## config.mk

```make
export PLATFORM = sky130hd
export DESIGN_NAME = demux_3_buffered
export DESIGN_NICKNAME = d
export VERILOG_FILES = /design/src/rtl/demux_3_buffered.sv
export SDC_FILE = /design/constraint.sdc
export NUM_CORES = 1
export LEC_CHECK = 0
export BUFFER_PORTS_ARGS = -buffer_cell sky130_fd_sc_hd__buf_4
export CAP_MARGIN = 20
export CORE_ASPECT_RATIO = 1.4
export CORE_MARGIN = 5
export CORE_UTILIZATION = 52
export CTS_BUF_LIST = sky130_fd_sc_hd__clkbuf_4 sky130_fd_sc_hd__clkbuf_8 sky130_fd_sc_hd__clkbuf_16
export CTS_CLUSTER_DIAMETER = 100
export CTS_CLUSTER_SIZE = 8
export DETAILED_ROUTE_END_ITERATION = 6
export PLACE_DENSITY_LB_ADDON = 0.12
export SLEW_MARGIN = 10
export SYNTH_ARGS = -nofsm -noshare
export SYNTH_HDL_FRONTEND = slang
export SYNTH_SLANG_ARGS = --single-unit
```

## constraint.sdc

```tcl
create_clock -name clk -period 3.9 [get_ports clk]
set_input_delay 0.195 -clock clk [delete_from_list [all_inputs] [get_ports clk]]
set_output_delay 0.195 -clock clk [all_outputs]
set_load 0.02 [all_outputs]
```

## src/rtl/demux_3_buffered.sv

```systemverilog
// demux_3_buffered: routes words to three one-entry buffered valid/ready ports or discards them with a saturating drop count
module demux_3_buffered (
  input  logic        clk,
  input  logic        rst,
  input  logic        in_valid,
  output logic        in_ready,
  input  logic [31:0] in_data,
  input  logic [1:0]  in_sel,
  output logic        a_valid,
  input  logic        a_ready,
  output logic [31:0] a_data,
  output logic        b_valid,
  input  logic        b_ready,
  output logic [31:0] b_data,
  output logic        c_valid,
  input  logic        c_ready,
  output logic [31:0] c_data,
  output logic        drop_pulse,
  output logic [7:0]  drop_count
);
  logic [2:0]       full_q, full_d, rdy;
  logic [2:0][31:0] data_q, data_d;
  logic [3:0]       free;
  logic             drop_pulse_q, drop_pulse_d, accept;
  logic [7:0]       drop_count_q, drop_count_d;
  assign rdy        = {c_ready, b_ready, a_ready};
  assign free       = {1'b1, ~full_q | rdy};
  assign in_ready   = free[in_sel];
  assign accept     = in_valid && in_ready;
  assign a_valid    = full_q[0];
  assign b_valid    = full_q[1];
  assign c_valid    = full_q[2];
  assign a_data     = data_q[0];
  assign b_data     = data_q[1];
  assign c_data     = data_q[2];
  assign drop_pulse = drop_pulse_q;
  assign drop_count = drop_count_q;
  always_comb begin
    full_d = '0;
    data_d = data_q;
    for (int k = 0; k < 3; k++) begin
      full_d[k] = (accept && in_sel == 2'(k)) || (full_q[k] && !rdy[k]);
      data_d[k] = (accept && in_sel == 2'(k)) ? in_data : data_q[k];
    end
    drop_pulse_d = accept && in_sel == 2'd3;
    drop_count_d = (drop_pulse_d && drop_count_q != 8'hff) ? drop_count_q + 8'd1 : drop_count_q;
  end
  always_ff @(posedge clk) begin
    if (rst) begin
      full_q       <= '0;
      data_q       <= '0;
      drop_pulse_q <= 1'b0;
      drop_count_q <= '0;
    end else begin
      full_q       <= full_d;
      data_q       <= data_d;
      drop_pulse_q <= drop_pulse_d;
      drop_count_q <= drop_count_d;
    end
  end
endmodule

```

==> flow_summary.yaml <==
run_status:
  status: "finished clean"
critical_path:
  crit_required_ps: 4180
  worstSetupEndpointType: "flop"
  rr_worst_depth: 5
  crit_end: "b_data[31]"
  cp_data_arrival_time_ps: 2120
  path_max_fanout: 17
  crit_type: "reg2reg"
  crit_path_start: "full_q[1]"
  start_kind: "flop"
  r2r_start: "full_q[1]"
  rrSetupSlack_ps: 2060
  timing.rr.end: "b_data[31]"
clocking:
  cts-buffers-inserted: 9
  cts_resized: 0
  cts_htree_levels: 3
  root_buffer: "clkbuf_8"
  clk_pin_slew_ps: 90
  clock_path_buffers: 2
  cts.sinks: 108
  clk_latency_ps: 370
  post-cts-setup-buffer-count: 0
  cts_hold_buf: 0
  cts_tree: "yes"
timing:
  setup_viol: 0
  maxSlewHeadroom: 0.272
  finalHoldViolCount: 0
  final_max_slew_viol_count: 0
  setup_tns_ps: 0
  tightest_slew_ps: 1090
  clock.fmax_mhz: 544
  clock_skew_ps: 8.47
  finalCritPeriodShare: 0.472
  fin_crit_ps: 1840
  rsz0062_at_grt: "false"
route:
  wl_met3_um: 896
  wl_met2_um: 5360
  top_layer_used: "met4"
  routedWlPerCell_um: 14.9
  dr_total_vias: 3692
  met1_length_um: 4150
  drt_iter0_markers: 208
  postRouteAntennaNets: 0
  wirelength_um: 10600
  drc: 0
  dr.pass1.iters: 4
  viasPerCell: 5.16
cells_and_area:
  fillers: 625
  layout_commonest_cell: "nand2_1"
  post-route-util: 0.712
  finalNonFillerCells: 716
  layout_common_cells: "194 x nand2_1, 153 x buf_4, 108 x dfxtp_1, 98 x a21oi_1"
  area_growth_pct: 35.2
  antenna_cells: 0
  drive_gt1_frac: 0.275
  layout.nets: 657
pwr:
  power_leakage_nw: 2.19
  peakVddDrop_mv: 0.317
  pwr_density_cell_nw_per_um2: 400
global_route:
  grt-ovfl-total: 0
  grt_pass1_vias: 3479
  grt_pass1_wl_um: 16600
  grt_util_all_layers: 0.230
  antenna_found_initial: 0
  grt_max_degree: 110
floorplanning:
  initial_utilization: 0.527
  chipWidth_um: 82.7
  num_io_pins: 149
  dieHeight_um: 112
  coreArea_um2: 7310
  dieArea_um2: 9250
  rows: 37
synth:
  synth_area_um2: 3850
  ys_warn_count: 0
  syn_avg_cell_area_um2: 7.94
  yosys.area.top_type: "dfxtp_1"
  synth_top_area_share: 0.561
  ys_seq_elements: 108
  netlist_instances: 485
  synth.distinct_cells: 21
  ys_seq_area_frac: 0.561
  ys_top_cells_by_area: "dfxtp_1 56%, nand2_1 19%, a21oi_1 13%"
  syn_nets: 526
place:
  place.detailed.hpwl_um: 7500
  portBuffers: 148
  post-place-cells: 702
  gp_congestion: 0.823
min_path:
  hold_class: "in2reg"
job:
  drv_cap: 0
-- per-stage QoR --
stage | worst slack (ps) | total power [mW] | cell area [um2] | hold WS [ps]
global placement | 1950 | 1.42 | 4990 | 443
finish | 2060 | 2.08 | 5210 | 82.4
detailed placement | 2060 | 1.43 | 5010 | 447
CTS | 2030 | 2.09 | 5210 | 74.4
global route | 1900 | 2.16 | 5210 | 77.5
floorplan | 2340 | 1.30 | 3850 | 331
-- worst min-delay path by stage --
stage                      startpoint          to  slack (ps)  depth (start not counted)
final                     in_data[29]  b_data[29]          80                          3
after global routing       in_data[6]   b_data[6]          80                          3
after CTS                 in_data[19]  c_data[19]          70                          3
after detailed placement   c_data[16]  c_data[16]         450                          2
after global placement     c_data[15]  c_data[15]         440                          2
after floorplan           in_data[10]  a_data[10]         330                          2
-- synthesized netlist by cell type --
cell type,n
or3_1,2
nand2_1,194
a21oi_1,98
and3_1,4
o2111ai_1,1
clkbuf_1,18
and2_1,2
o211ai_1,2
o21ai_0,4
nor2_1,11
nand3_1,4
mux2_1,1
dfxtp_1,108
nor3_2,2
ha_1,1
buf_2,16
mux2i_1,1
xor2_1,6
nand4_1,2
nand2b_1,3
nor2b_1,5
-- cell families after synthesis --
group | synth area share
flops | 0.561
buf+inv | 0.0383
mux | 0.00552
fa+ha+maj | 0.00325
simple gates | 0.239
xor+xnor | 0.0136
compound gates | 0.139
-- area by class of cell --
class	count	area, um2	area share
sequential	108	2160	0.415
timing repair buffer	154	1180	0.226
clock inverter	2	35.0	0.00673
multi-input combinational	343	1560	0.299
tap	97	121	0.0233
clock buffer	12	159	0.0305
-- state kept, by name, summed over array words and instances (netlist names) --
name        flops
a_data         32
b_data         32
c_data         32
drop_count      8
full_q          3
drop_pulse      1
-- worst max-delay path: stages, from the launching register on --
cell and delay, ps:
dfxtp_1 340, nor2b_1 330, or3_1 550, buf_4 330, nand2_1 70, a21oi_1 140
-- power breakdown --
| part | switching, mW | internal [mW] | leakage (nW) | total, mW |
|---|---|---|---|---|
| Combinational | 0.146 | 0.0979 | 1.21 | 0.244 |
| Clock | 0.350 | 0.332 | 0.102 | 0.681 |
| Sequential | 0.0193 | 1.14 | 0.877 | 1.16 |
-- per-layer routing --
metal  vias to the layer above  global-route usage
li1                       1822                   -
met4                         0              0.0960
met5                         -                   0
met1                      1721               0.269
met3                        17              0.0688
met2                       132               0.384
(Power assumes the default switching activity.)
